$ cat src/rtl/weight_mem_ctrl_pkg.sv
// rtl/weight_mem_ctrl_pkg.sv - shared types and helpers for the weight memory controller
package weight_mem_ctrl_pkg;

    // Width of the layer / neuron identifiers carried on the config bus
    localparam int CFG_ID_W = 8;

    // IDLE: inference allowed, first weight of a reload may arrive; LOAD: mid-reload
    typedef enum logic {
        IDLE = 1'b0,
        LOAD = 1'b1
    } state_t;

    // Bits needed to index n entries (never less than one bit)
    function automatic int addr_bits(input int n);
        return (n <= 1) ? 1 : $clog2(n);
    endfunction

endpackage

$ cat src/rtl/weight_mem_ctrl_if.sv
// rtl/weight_mem_ctrl_if.sv - config, input-stream, memory-port and MAC-side signals of one neuron
interface weight_mem_ctrl_if #(
    parameter int addressWidth = 10,
    parameter int dataWidth    = 16
);
    import weight_mem_ctrl_pkg::*;

    logic                    cfg_valid;
    logic                    cfg_ready;
    logic [CFG_ID_W-1:0]     cfg_layer;
    logic [CFG_ID_W-1:0]     cfg_neuron;
    logic [dataWidth-1:0]    cfg_data;
    logic                    in_valid;
    logic                    in_ready;
    logic [dataWidth-1:0]    in_data;
    logic                    wen;
    logic [addressWidth-1:0] wadd;
    logic [dataWidth-1:0]    win;
    logic                    ren;
    logic [addressWidth-1:0] radd;
    logic                    mac_valid;
    logic [dataWidth-1:0]    mac_data;
    logic                    mac_last;
    logic                    loaded;
    logic                    busy;

    // Side that sources config and input beats and consumes memory / MAC signals
    modport master (
        output cfg_valid, cfg_layer, cfg_neuron, cfg_data, in_valid, in_data,
        input  cfg_ready, in_ready, wen, wadd, win, ren, radd,
               mac_valid, mac_data, mac_last, loaded, busy
    );

    // The controller itself
    modport slave (
        input  cfg_valid, cfg_layer, cfg_neuron, cfg_data, in_valid, in_data,
        output cfg_ready, in_ready, wen, wadd, win, ren, radd,
               mac_valid, mac_data, mac_last, loaded, busy
    );

endinterface

$ cat src/rtl/weight_mem_ctrl.sv
// rtl/weight_mem_ctrl.sv - sequences weight loading and per-beat reads for one neuron's weight memory
module weight_mem_ctrl
    import weight_mem_ctrl_pkg::*;
#(
    parameter int numWeight    = 3,
    parameter int neuronNo     = 5,
    parameter int layerNo      = 1,
    parameter int addressWidth = 10,
    parameter int dataWidth    = 16,
    parameter int PRETRAINED   = 0
) (
    input  logic             clk,
    input  logic             rst,
    weight_mem_ctrl_if.slave bus
);

    localparam int                  CNT_W     = addr_bits(numWeight);
    localparam logic [CNT_W-1:0]    LAST_IDX  = CNT_W'(numWeight - 1);
    localparam logic [CFG_ID_W-1:0] LAYER_ID  = CFG_ID_W'(layerNo);
    localparam logic [CFG_ID_W-1:0] NEURON_ID = CFG_ID_W'(neuronNo);
    localparam logic                PRELOAD   = (PRETRAINED != 0);

    state_t               state_q, state_d;
    logic [CNT_W-1:0]     wcnt_q, wcnt_d;
    logic [CNT_W-1:0]     rcnt_q, rcnt_d;
    logic                 loaded_q, loaded_d;

    logic                    wen_q;
    logic [addressWidth-1:0] wadd_q;
    logic [dataWidth-1:0]    win_q;
    logic                    mac_valid_q;
    logic                    mac_last_q;
    logic [dataWidth-1:0]    mac_data_q;

    logic                 match;
    logic                 cfg_hit;
    logic                 busy;
    logic                 cfg_ready;
    logic                 in_ready;
    logic                 in_acc;
    logic                 load_acc;
    logic                 wr_done;
    logic [CNT_W-1:0]     waddr_sel;

    assign match   = (bus.cfg_layer == LAYER_ID) && (bus.cfg_neuron == NEURON_ID);
    // A beat that would actually rewrite weights (pretrained parts drop them)
    assign cfg_hit = bus.cfg_valid && match && !PRELOAD;
    assign busy    = (rcnt_q != '0);

    // Handshake decode: weights are frozen mid-vector, and an idle matching cfg beat beats an input beat
    always_comb begin
        cfg_ready = !busy;
        in_ready  = loaded_q && !(cfg_hit && !busy) && (state_q != LOAD);
        in_acc    = bus.in_valid && in_ready;
        load_acc  = cfg_hit && cfg_ready;
        waddr_sel = (state_q == LOAD) ? wcnt_q : '0;
        wr_done   = load_acc && (waddr_sel == LAST_IDX);
    end

    // Next-state: load sequencing and read-address stepping
    always_comb begin
        state_d  = state_q;
        wcnt_d   = wcnt_q;
        loaded_d = loaded_q;
        rcnt_d   = rcnt_q;
        if (load_acc) begin
            if (wr_done) begin
                state_d  = IDLE;
                wcnt_d   = '0;
                loaded_d = 1'b1;
            end else begin
                state_d  = LOAD;
                wcnt_d   = waddr_sel + CNT_W'(1);
                loaded_d = 1'b0;
            end
        end
        if (in_acc) begin
            rcnt_d = (rcnt_q == LAST_IDX) ? '0 : rcnt_q + CNT_W'(1);
        end
    end

    // State and counter registers
    always_ff @(posedge clk or posedge rst) begin
        if (rst) begin
            state_q  <= IDLE;
            wcnt_q   <= '0;
            rcnt_q   <= '0;
            loaded_q <= PRELOAD;
        end else begin
            state_q  <= state_d;
            wcnt_q   <= wcnt_d;
            rcnt_q   <= rcnt_d;
            loaded_q <= loaded_d;
        end
    end

    // Registered write port: one-cycle strobe the cycle after a weight is accepted
    always_ff @(posedge clk or posedge rst) begin
        if (rst) begin
            wen_q  <= 1'b0;
            wadd_q <= '0;
            win_q  <= '0;
        end else begin
            wen_q <= load_acc;
            if (load_acc) begin
                wadd_q <= addressWidth'(waddr_sel);
                win_q  <= bus.cfg_data;
            end
        end
    end

    // MAC-side stream delayed one cycle to line up with the memory's registered read data
    always_ff @(posedge clk or posedge rst) begin
        if (rst) begin
            mac_valid_q <= 1'b0;
            mac_last_q  <= 1'b0;
            mac_data_q  <= '0;
        end else begin
            mac_valid_q <= in_acc;
            mac_last_q  <= in_acc && (rcnt_q == LAST_IDX);
            if (in_acc) begin
                mac_data_q <= bus.in_data;
            end
        end
    end

    assign bus.cfg_ready = cfg_ready;
    assign bus.in_ready  = in_ready;
    assign bus.wen       = wen_q;
    assign bus.wadd      = wadd_q;
    assign bus.win       = win_q;
    assign bus.ren       = in_acc;
    assign bus.radd      = addressWidth'(rcnt_q);
    assign bus.mac_valid = mac_valid_q;
    assign bus.mac_data  = mac_data_q;
    assign bus.mac_last  = mac_last_q;
    assign bus.loaded    = loaded_q;
    assign bus.busy      = busy;

endmodule

$ cat src/flat_wrapper.sv
// flat-port wrapper written by rule: the top's interface ports become plain ports
module weight_mem_ctrl_flat import weight_mem_ctrl_pkg::*;
#(
    parameter int numWeight    = 3,
    parameter int neuronNo     = 5,
    parameter int layerNo      = 1,
    parameter int addressWidth = 10,
    parameter int dataWidth    = 16,
    parameter int PRETRAINED   = 0
)
  (clk, rst, bus_cfg_valid, bus_cfg_layer, bus_cfg_neuron, bus_cfg_data, bus_in_valid, bus_in_data, bus_cfg_ready, bus_in_ready, bus_wen, bus_wadd, bus_win, bus_ren, bus_radd, bus_mac_valid, bus_mac_data, bus_mac_last, bus_loaded, bus_busy);
  weight_mem_ctrl_if #(.addressWidth(addressWidth), .dataWidth(dataWidth)) bus_i ();
  input  logic clk;
  input  logic rst;
  input wire logic [$bits(bus_i.cfg_valid)-1:0] bus_cfg_valid;
  input wire logic [$bits(bus_i.cfg_layer)-1:0] bus_cfg_layer;
  input wire logic [$bits(bus_i.cfg_neuron)-1:0] bus_cfg_neuron;
  input wire logic [$bits(bus_i.cfg_data)-1:0] bus_cfg_data;
  input wire logic [$bits(bus_i.in_valid)-1:0] bus_in_valid;
  input wire logic [$bits(bus_i.in_data)-1:0] bus_in_data;
  output wire logic [$bits(bus_i.cfg_ready)-1:0] bus_cfg_ready;
  output wire logic [$bits(bus_i.in_ready)-1:0] bus_in_ready;
  output wire logic [$bits(bus_i.wen)-1:0] bus_wen;
  output wire logic [$bits(bus_i.wadd)-1:0] bus_wadd;
  output wire logic [$bits(bus_i.win)-1:0] bus_win;
  output wire logic [$bits(bus_i.ren)-1:0] bus_ren;
  output wire logic [$bits(bus_i.radd)-1:0] bus_radd;
  output wire logic [$bits(bus_i.mac_valid)-1:0] bus_mac_valid;
  output wire logic [$bits(bus_i.mac_data)-1:0] bus_mac_data;
  output wire logic [$bits(bus_i.mac_last)-1:0] bus_mac_last;
  output wire logic [$bits(bus_i.loaded)-1:0] bus_loaded;
  output wire logic [$bits(bus_i.busy)-1:0] bus_busy;
  assign bus_i.cfg_valid = bus_cfg_valid;
  assign bus_i.cfg_layer = bus_cfg_layer;
  assign bus_i.cfg_neuron = bus_cfg_neuron;
  assign bus_i.cfg_data = bus_cfg_data;
  assign bus_i.in_valid = bus_in_valid;
  assign bus_i.in_data = bus_in_data;
  assign bus_cfg_ready = bus_i.cfg_ready;
  assign bus_in_ready = bus_i.in_ready;
  assign bus_wen = bus_i.wen;
  assign bus_wadd = bus_i.wadd;
  assign bus_win = bus_i.win;
  assign bus_ren = bus_i.ren;
  assign bus_radd = bus_i.radd;
  assign bus_mac_valid = bus_i.mac_valid;
  assign bus_mac_data = bus_i.mac_data;
  assign bus_mac_last = bus_i.mac_last;
  assign bus_loaded = bus_i.loaded;
  assign bus_busy = bus_i.busy;
  weight_mem_ctrl #(.numWeight(numWeight), .neuronNo(neuronNo), .layerNo(layerNo), .addressWidth(addressWidth), .dataWidth(dataWidth), .PRETRAINED(PRETRAINED)) u_core (.clk(clk), .rst(rst), .bus(bus_i));
endmodule
$ cat config.mk
export PLATFORM = sky130hd
export DESIGN_NAME = weight_mem_ctrl_flat
export DESIGN_NICKNAME = d
export VERILOG_FILES = /design/src/rtl/weight_mem_ctrl_pkg.sv /design/src/rtl/weight_mem_ctrl_if.sv /design/src/rtl/weight_mem_ctrl.sv /design/src/flat_wrapper.sv
export SDC_FILE = /design/constraint.sdc
export NUM_CORES = 1
export LEC_CHECK = 0
export BUFFER_PORTS_ARGS = -buffer_cell sky130_fd_sc_hd__clkbuf_2
export CORE_UTILIZATION = 35
export DETAILED_ROUTE_END_ITERATION = 8
export PLACE_DENSITY = 0.71
export SYNTH_ARGS = -nofsm -noshare
export SYNTH_HDL_FRONTEND = slang
export SYNTH_SLANG_ARGS = --single-unit
$ cat constraint.sdc
create_clock -name clk -period 3.4 [get_ports clk]
set_input_delay 0 -clock clk [delete_from_list [all_inputs] [get_ports clk]]
set_output_delay 0 -clock clk [all_outputs]
set_load 0.1 [all_outputs]
* Word level (Yosys, flattened, before mapping)
Cells that the tools add are included.
Operators by class: bitwise operators 1, magnitude comparators 0, multipliers 0, $add $sub $neg 2, shift-type cells 0, reductions and logical operators 11, eq/ne operators 4, mux-type cells 5, divide/modulo/power cells 0
Operator list (number):
- equality test 8 x 1 -> 1 bit (second input constant) | 1
- equality test 8 x 3 -> 1 bit (second input constant) | 1
- logical AND 1 bit | 8
- two-way mux 2 bit | 3
- adder 2 x 1 -> 2 bit (second input constant) | 2
- equality test 2 bit (second input constant) | 2
- logical NOT 1 bit | 2
- two-way mux 1 bit | 2
- nonzero test 2 bit | 1
- inverter 1 bit | 1
Word-level totals: RAM bits 0, bits of input ports 52, latch bits 0, flip-flop bits (word level) 43, ROM bits 0, word-level logic and storage cells 33, output and inout port bits 60, memories 0

* Longest topological paths before layout
Gate-level depths: netlist of the first run.
depth after elaboration 9, gate-level depth with buffers 6

* Worst setup path before layout of the first run
Ideal clock, no wire load.
path kind register -> output, start point register u_core.rcnt_q[0], end point output port bus_in_ready, path buffers 1, stages on the path, launching flop included 6, arrival time 4470 ps, setup slack -1070 ps, cell sequence dfrtp_1 nor2_1 nand4b_2 nor2_2 buf_6 nor3b_1
Between the ends: cells in the longest elaborated chain, start to end 6
RTL lines:
- start: declaration | line weight_mem_ctrl.sv:25 | logic [CNT_W-1:0] rcnt_q, rcnt_d;
- start signal: assignment | line weight_mem_ctrl.sv:92 | rcnt_q <= rcnt_d;
- nonzero test 2 bit | line weight_mem_ctrl.sv:48 | assign busy = (rcnt_q != '0);
- logical NOT 1 bit
- net bus_cfg_ready | line flat_wrapper.sv:21 | output wire logic [$bits(bus_i.cfg_ready)-1:0] bus_cfg_ready;
- logical AND 1 bit
- net u_core.load_acc | line weight_mem_ctrl.sv:41 | logic load_acc;
- logical NOT 1 bit | line weight_mem_ctrl.sv:53 | in_ready = loaded_q && !(cfg_hit && !busy) && (state_q != LOAD);
- logical AND 1 bit (2 in a row) | line weight_mem_ctrl.sv:53
- end: declaration | line flat_wrapper.sv:22 | output wire logic [$bits(bus_i.in_ready)-1:0] bus_in_ready;
The timed path passes the listed nets, and every way through them passes these cells.

* Final worst setup path of the first run
start point register u_core.rcnt_q[1], end point output port bus_ren
Between the ends: cells in the longest elaborated chain, start to end 7
RTL lines:
- nonzero test 2 bit | line weight_mem_ctrl.sv:48
- logical NOT 1 bit | line weight_mem_ctrl.sv:53
- logical AND 1 bit | line weight_mem_ctrl.sv:53
- logical NOT 1 bit | line weight_mem_ctrl.sv:53
- logical AND 1 bit (2 in a row) | line weight_mem_ctrl.sv:53
- logical AND 1 bit | line weight_mem_ctrl.sv:54 | in_acc = bus.in_valid && in_ready;
- end: declaration | line flat_wrapper.sv:26 | output wire logic [$bits(bus_i.ren)-1:0] bus_ren;
Every way passes these cells.

==> summary.txt, run 1 <==
Logic synthesis
  • Library cells used by synthesis: 26
  • FF+latch count, synth: 43
  • Post-Syn Instances: 129
  • Register area share after synthesis: 56.5%
  • YS warnings: 0
  • Cell Area, Synth: 1900 µm²
  • Post-Syn Area per Cell: 14.8 µm²

Placement
  • Area post-placement: 2370 µm²
  • Post-Place Cells: 291
  • # port buffers: 95
  • Placer Congestion: 0.726
  • Hpwl dp: 2680 µm

Pwr
  • Internal Power: 774 µW
  • Clk pwr share: a little over a third
  • Switching power: around 260 µW
  • Design Power: 1030 µW
  • LEAKAGE: roughly 0.0016 µW
  • Flop pwr share: 49.6%
  • Sw Ratio: about a quarter
  • P per Cell Area: around 370 nW/µm²
  • Maximum VDD drop: 0.168 mV
  • Comb power frac: 14.7%

Global route
  • M3 GR Usage: 4.76%
  • Pin count of the biggest net entering global routing: 44
  • Initial antenna violation count: 0
  • GR Overflow Total: 0
  • Met1 Track Usage GR: 15.2%
  • Total GRT Usage: between 10% and 20%
  • Global-route met2 utilization: 26.8%
  • GR peak layer: met2
  • Vias in the first global route: 1420
  • First-pass GRT wire length: 6110 µm

Worst setup path
  • CP Max Fanout: 19
  • CP Class: flop to primary output
  • Worst Setup End Kind: primary output
  • Crit-path cells: nor2_2 -> nand4b_2 -> o21bai_2 -> buf_4 -> inv_1 -> clkbuf_2
  • CP max-delay cell: dfrtp_1
  • Critical Path Start: u_core.rcnt_q[1]$_DFFE_PP0P_
  • Crit path to: bus_ren
  • Reg2reg end: u_core.bus.mac_data[10]$_DFFE_PP0P_
  • CP peak stage delay: 0.43 ns
  • Critical Path Source Type: flop
  • Worst EP required: 3.40 ns
  • CP arrival: 2.05 ns
  • R2r setup slk: roughly 1.6 ns
  • Reg2Reg Launch Point: u_core.rcnt_q[1]$_DFFE_PP0P_
  • R2R cell count: 5

Clocking
  • CTS tree: yes
  • Reg clk slew, reported paths: about 0.070 ns
  • # clock sinks: 43
  • Num CTS Buffers: 5
  • Bufs on Longest Clock Path: 2
  • Clk Tree Root Cell: clkbuf_8
  • Post-cts sizing count: 0
  • Skew-Pair Late Insertion Delay: 0.28 ns
  • H-tree depth: 2

STA
  • # setup viols final: 0
  • Min Clock Period, post-route: 2.05 ns
  • Hold Vio Cnt, Final: 0
  • Setup TNS: 0 ns
  • Skew final: between 0.004 and 0.005 ns
  • Fmax: 487 MHz
  • Worst slew pin tran: between 0.8 and 0.9 ns
  • Worst slew margin relative to its limit: between 40% and 50%
  • Final cycle utilization of the critical path: 60.4%
  • RSZ-0062 raised after global routing: false
  • Final slew viol count: 0

Finish
  • Syn-to-layout area delta: 47.3%
  • Layout cells sized above 1: between 50% and 60%
  • Ant. Diodes: 0
  • Final Non-Filler Cells: 331
  • Most frequent cells in the layout: clkbuf_2, dfrtp_1, dlygate4sd3_1
  • Finished Cell Area: 2800 µm²
  • Final #Nets: 314
  • Filler cell count in the final layout: about 430
  • Most common cell after layout, fill and taps aside: clkbuf_2

Drt
  • # DRC: 0
  • DRT antenna net count: 0
  • Pre-Repair DR Iteration Count: 4
  • WL final: approximately 4000 µm
  • WL/cell: 12.1 µm
  • Via count of the routed design: 1403
  • Vias/cell: 4.24
  • First DRT Iteration DRCs: 36

Floorplanning
  • Initial Utilization: 36.8%
  • Core Rows: 26
  • Die area: approximately 5700 µm²
  • Core ar.: between 5000 and 6000 µm²
  • Die Height: 75.7 µm
  • Die extent in x: 75.7 µm
  • # IOs: 112

Flow run
  • Max-Cap Viols: 0

Hold path
  • Worst min-delay path class: input pin to flop

Run status
  • Status: completed
[critical path: cells and delay by family (launching register included)]
family | cells | cell delay (ns)
DFF | 1 | 0.43
buffers and inverters | 3 | 0.77
AOI/OAI and AO/OA | 1 | 0.16
and+or+nand+nor | 2 | 0.40
[power by group through the flow]
stage | sequential, µW | clock [µW] | combinational, µW
3_5_place_dp | 521 | 0 | 121
6_report | 511 | 368 | 151
3_3_place_gp | 521 | 0 | 120
2_1_floorplan | 522 | 0 | 102
4_1_cts | 511 | 383 | 151
5_1_grt | 511 | 404 | 161
[state kept, by name, summed over array words and instances (netlist names)]
| signal | flops |
|---|---|
| u_core.bus.mac_data | 16 |
| u_core.bus.win | 16 |
| u_core.bus.wadd | 2 |
| u_core.rcnt_q | 2 |
| u_core.wcnt_q | 2 |
| u_core.bus.loaded | 1 |
| u_core.bus.mac_last | 1 |
| u_core.bus.mac_valid | 1 |
| u_core.bus.wen | 1 |
| u_core.state_q | 1 |
[per-stage QoR]
step           util (%)  setup WS [ns]  hold WS [ns]
2_1_floorplan         -          0.173         0.135
3_3_place_gp       45.8           1.71         0.219
3_5_place_dp       45.8           1.62         0.224
4_1_cts            54.2           1.32        0.0611
5_1_grt            54.2           1.17        0.0750
6_report           54.2           1.35        0.0644
[final cells by class]
type | count | area [µm²] | share of cell area, %
clock buffer | 6 | 72.6 | 2.59
timing repair buffer | 130 | 821 | 29.3
clock inverter | 1 | 30.0 | 1.07
tap | 70 | 87.6 | 3.12
inverter | 5 | 18.8 | 0.669
multi-input combinational | 76 | 698 | 24.9
sequential | 43 | 1080 | 38.4
[cell families (layout without fill, tap and decap cells)]
group / count (synthesis) / count (layout) / synth area share (%)
flip-flops: 43 / 43 / 56.5
multiplexers: 36 / 36 / 22.6
buffers and inverters: 25 / 142 / 10.1
AND/OR/NAND/NOR: 16 / 16 / 7.30
AO/OA/AOI/OAI: 7 / 7 / 2.56
adder cells (fa/ha/maj): 1 / 1 / 0.657
other: 1 / 16 / 0.197
[synthesized netlist by cell type]
| cell | n | area (µm²) |
|---|---|---|
| buf_12 | 1 | 20.0 |
| nand4_2 | 1 | 12.5 |
| nor4b_4 | 1 | 23.8 |
| buf_6 | 3 | 33.8 |
| o41ai_1 | 2 | 17.5 |
| nor2_2 | 1 | 6.26 |
| nand3_1 | 1 | 5.00 |
| dfrtp_1 | 43 | 1080 |
| o21bai_2 | 1 | 11.3 |
| nor3b_1 | 2 | 15.0 |
| nand4b_2 | 1 | 15.0 |
| nor4b_2 | 1 | 15.0 |
| buf_4 | 16 | 120 |
| mux2_1 | 1 | 11.3 |
| nand2_1 | 2 | 7.51 |
| ha_1 | 1 | 12.5 |
| mux2_2 | 27 | 304 |
| inv_1 | 5 | 18.8 |
| o21ai_0 | 4 | 20.0 |
| mux2_4 | 7 | 105 |
| nor2_1 | 2 | 7.51 |
| nor4_2 | 1 | 12.5 |
| nand2b_1 | 1 | 6.26 |
| conb_1 | 1 | 3.75 |
| mux2i_1 | 1 | 10.0 |
| and2_1 | 2 | 12.5 |
[metal layers]
metal | share of wire [%] | up-vias
met5 | 0 | -
met4 | 0.75 | 0
met3 | 8.0 | 5
met2 | 52 | 70
met1 | 39 | 654
li1 | - | 674
[timing repair]
action	in CTS	in global routing
hold endpoints to repair	75	0
setup buffers	0	0
hold buffers	33	0
[how the worst min path moves through the flow]
stage,from,to,slack [ns],cells past startpoint
5_1_grt,bus_cfg_valid,u_core.wcnt_q[1]$_DFFE_PP0P_,0.07,3
3_5_place_dp,rst,u_core.bus.win[9]$_DFFE_PP0P_,0.22,2
3_3_place_gp,rst,u_core.bus.win[5]$_DFFE_PP0P_,0.22,2
2_1_floorplan,bus_cfg_data[2],u_core.bus.win[2]$_DFFE_PP0P_,0.13,1
4_1_cts,bus_cfg_valid,u_core.wcnt_q[1]$_DFFE_PP0P_,0.06,3
6_report,bus_cfg_valid,u_core.wcnt_q[1]$_DFFE_PP0P_,0.06,3
Power figures use the tool's default switching activity.
==> inputs of run 2 (changes only) <==
--- a/config.mk
+++ b/config.mk
@@ -5,10 +5,11 @@
 export SDC_FILE = /design/constraint.sdc
 export NUM_CORES = 1
 export LEC_CHECK = 0
+export ABC_AREA = 1
 export BUFFER_PORTS_ARGS = -buffer_cell sky130_fd_sc_hd__clkbuf_2
 export CORE_UTILIZATION = 35
 export DETAILED_ROUTE_END_ITERATION = 8
-export PLACE_DENSITY = 0.71
+export PLACE_DENSITY = 0.72
 export SYNTH_ARGS = -nofsm -noshare
 export SYNTH_HDL_FRONTEND = slang
 export SYNTH_SLANG_ARGS = --single-unit
==> constraint.sdc (replaced) <==
create_clock -name clk -period 1.8 [get_ports clk]
set_input_delay 0 -clock clk [delete_from_list [all_inputs] [get_ports clk]]
set_output_delay 0 -clock clk [all_outputs]
set_load 0.1 [all_outputs]
==> run 2 against run 1 <==
Against the previous run: first-iteration DRC count is 56% higher; final area is 6.6% higher; largest cell class unchanged; hold slack better by 0.092 ns; flip-flop and latch count stayed put; register-to-register slack got worse by 1.4 ns; area after synthesis is 4.6% higher; final cell count increased by 34%; highest routed layer unchanged; clock power up 48%; critical path type unchanged.
==> summary.txt, run 2 <==
Run status
  • Status: completed

STA
  • Skew final: 0.00689 ns
  • Final setup margin: 0.0774 ns
  • Final slew viol count: 0
  • Worst slew pin tran: 0.641 ns
  • Final cycle utilization of the critical path: 95.7%
  • # setup viols final: 0
  • RSZ-0062 raised after global routing: true
  • Fmax: 581 MHz
  • Hold Vio Cnt, Final: 0
  • Setup TNS: 0 ns
  • Min Clock Period, post-route: 1.72 ns
  • Final hold slack: 0.156 ns
  • Worst slew margin relative to its limit: 57.2%

Logic synthesis
  • Share of the synthesized area in the top cell type: 54.1%
  • Post-Syn Area per Cell: 8.40 µm²
  • Synth area leaders: dfrtp_1, nand2_1, buf_4
  • Synth top cells by count: nand2_1, dfrtp_1, buf_4, inv_1, nand4_1
  • Register area share after synthesis: between 50% and 60%
  • Post-synth EDFFs: 0
  • Cell Area, Synth: 1990 µm²
  • Post-Syn Instances: 237
  • YS warnings: 0
  • Library cells used by synthesis: 22
  • Asr flop ratio synth: 100%
  • Top-count cell post-synth: nand2_1
  • Cell taking the most area after synthesis: dfrtp_1
  • FF+latch count, synth: 43
  • Ys flop type: dfrtp_1

Hold path
  • End of the worst hold path: u_core.bus.mac_last$_DFF_PP0_
  • Hold Crit Depth: 3
  • Hold_sp: bus_in_valid
  • Worst min-delay path class: input pin to flop

Pwr
  • Comb power frac: 16.6%
  • LEAKAGE: 0.00175 µW
  • P per Cell Area: 606 nW/µm²
  • Flop pwr share: between 50% and 60%
  • Clk pwr share: 30.1%
  • Internal Power: 1320 µW
  • Sw Ratio: 27.3%
  • Switching power: just under 500 µW
  • Design Power: between 1500 and 2000 µW
  • Maximum VDD drop: 0.351 mV

Floorplanning
  • Initial Utilization: 36.2%
  • Core ar.: 5510 µm²
  • Core Rows: 27
  • # IOs: 112
  • Die area: 5990 µm²
  • Die Height: 77.4 µm
  • Die extent in x: roughly 77 µm

Worst setup path
  • Reg2Reg Launch Point: u_core.rcnt_q[1]$_DFFE_PP0P_
  • Reg2reg end: u_core.bus.win[11]$_DFFE_PP0P_
  • Critical Path Source Type: flop
  • CP Class: flop to primary output
  • Worst Setup End Kind: primary output
  • Worst EP required: ~1.8 ns
  • CP Max Fanout: 5
  • R2r setup slk: 0.22 ns
  • R2R cell count: 9
  • CP arrival: approximately 1.7 ns

Clocking
  • # clock sinks: 43
  • Reg clk slew, reported paths: roughly 0.08 ns
  • Clk Tree Root Cell: clkbuf_8
  • Bufs on Longest Clock Path: 2
  • H-tree depth: 2
  • Skew-Pair Late Insertion Delay: 0.28 ns
  • CTS tree: yes
  • Num CTS Buffers: 5

Placement
  • Placer Congestion: ~0.73
  • Worst slack at placement: 0.246 ns
  • Hpwl dp: 3340 µm
  • # port buffers: 95
  • Post-Place Cells: 399

Drt
  • First DRT Iteration DRCs: 56
  • WL/cell: 11.3 µm
  • # DRC: 0
  • WL final: 4990 µm
  • Pre-Repair DR Iteration Count: 4
  • DRT antenna net count: 0
  • Vias/cell: 4.40
  • Via count of the routed design: just under 2000

Finish
  • Most frequent cells in the layout: nand2_1, clkbuf_2, dfrtp_1
  • Layout cells sized above 1: ~34%
  • Ant. Diodes: 0
  • Final #Nets: between 400 and 500
  • Final Non-Filler Cells: 442
  • Most common cell after layout, fill and taps aside: nand2_1
  • Syn-to-layout area delta: 50.1%

Global route
  • Vias in the first global route: 2000
  • Total GRT Usage: 18.2%
  • First-pass GRT wire length: 8530 µm
  • GR Overflow Total: 0
  • Initial antenna violation count: 0
  • Pin count of the biggest net entering global routing: 32

Flow run
  • Max-Cap Viols: 0
run 2: through the flow:
step	util, %	instance area (µm²)
floorplan	-	2080
global placement	46.1	2540
detailed placement	46.1	2540
CTS	53.4	2940
global route	54.3	2990
finish	54.3	2990
run 2: worst max path at each step:
stage / start / to / slack [ns] / cells past startpoint
finish: u_core.rcnt_q[1]$_DFFE_PP0P_ / bus_ren / 0.08 / 7
CTS: u_core.rcnt_q[0]$_DFFE_PP0P_ / bus_in_ready / 0.01 / 8
detailed placement: u_core.rcnt_q[0]$_DFFE_PP0P_ / u_core.state_q$_DFFE_PP0P_ / 0.25 / 8
floorplan: u_core.rcnt_q[0]$_DFFE_PP0P_ / u_core.bus.mac_valid$_DFF_PP0_ / -0.74 / 7
global route: u_core.rcnt_q[1]$_DFFE_PP0P_ / bus_ren / -0.01 / 7
global placement: u_core.rcnt_q[0]$_DFFE_PP0P_ / u_core.state_q$_DFFE_PP0P_ / 0.29 / 8
run 2: cell families (layout without fill, tap and decap cells):
group,Yosys count,in the layout,synth area share (%)
AND/OR/NAND/NOR,138,138,29.9
buffers and inverters,47,165,13.3
flip-flops,43,43,54.1
AO/OA/AOI/OAI,7,7,2.01
adder cells (fa/ha/maj),1,1,0.628
other,1,16,0.188
run 2: area by class of cell:
type                       instances  area (µm²)
fill                             487        2520
sequential                        43        1080
timing repair buffer             138         931
multi-input combinational        162         732
tap                               72        90.1
inverter                          21        78.8
clock buffer                       6        72.6
run 2: worst max-delay path, stage by stage, from the launching register on:
cell and delay, ns:
dfrtp_4 0.51, nor2_4 0.14, nand2_2 0.07, nor2_4 0.12
nand3_2 0.09, nand4_1 0.23, inv_2 0.09, buf_12 0.17
run 2: routing by layer:
layer / up-vias / wire, µm / track usage [%]
li1: 970 / - / -
met1: 896 / 2080 / 19.5
met2: 76 / 2600 / 34.4
met3: 2 / 300 / 6.00
met4: 0 / 12 / 3.40
met5: - / 0 / 0
run 2: power groups by stage:
stage	registers, µW	logic [µW]	clock network [µW]
detailed placement	984	243	0
floorplan	984	202	0
finish	965	301	546
global route	965	319	611
CTS	965	298	573
global placement	984	241	0
run 2: timing repair:
item                                   CTS  global route
setup endpoints to repair                1             2
buffers inserted                         0             4
resized for setup                        1             5
pin swaps                                0             3
hold buffers                            33             0
endpoints found under the hold margin   62             0
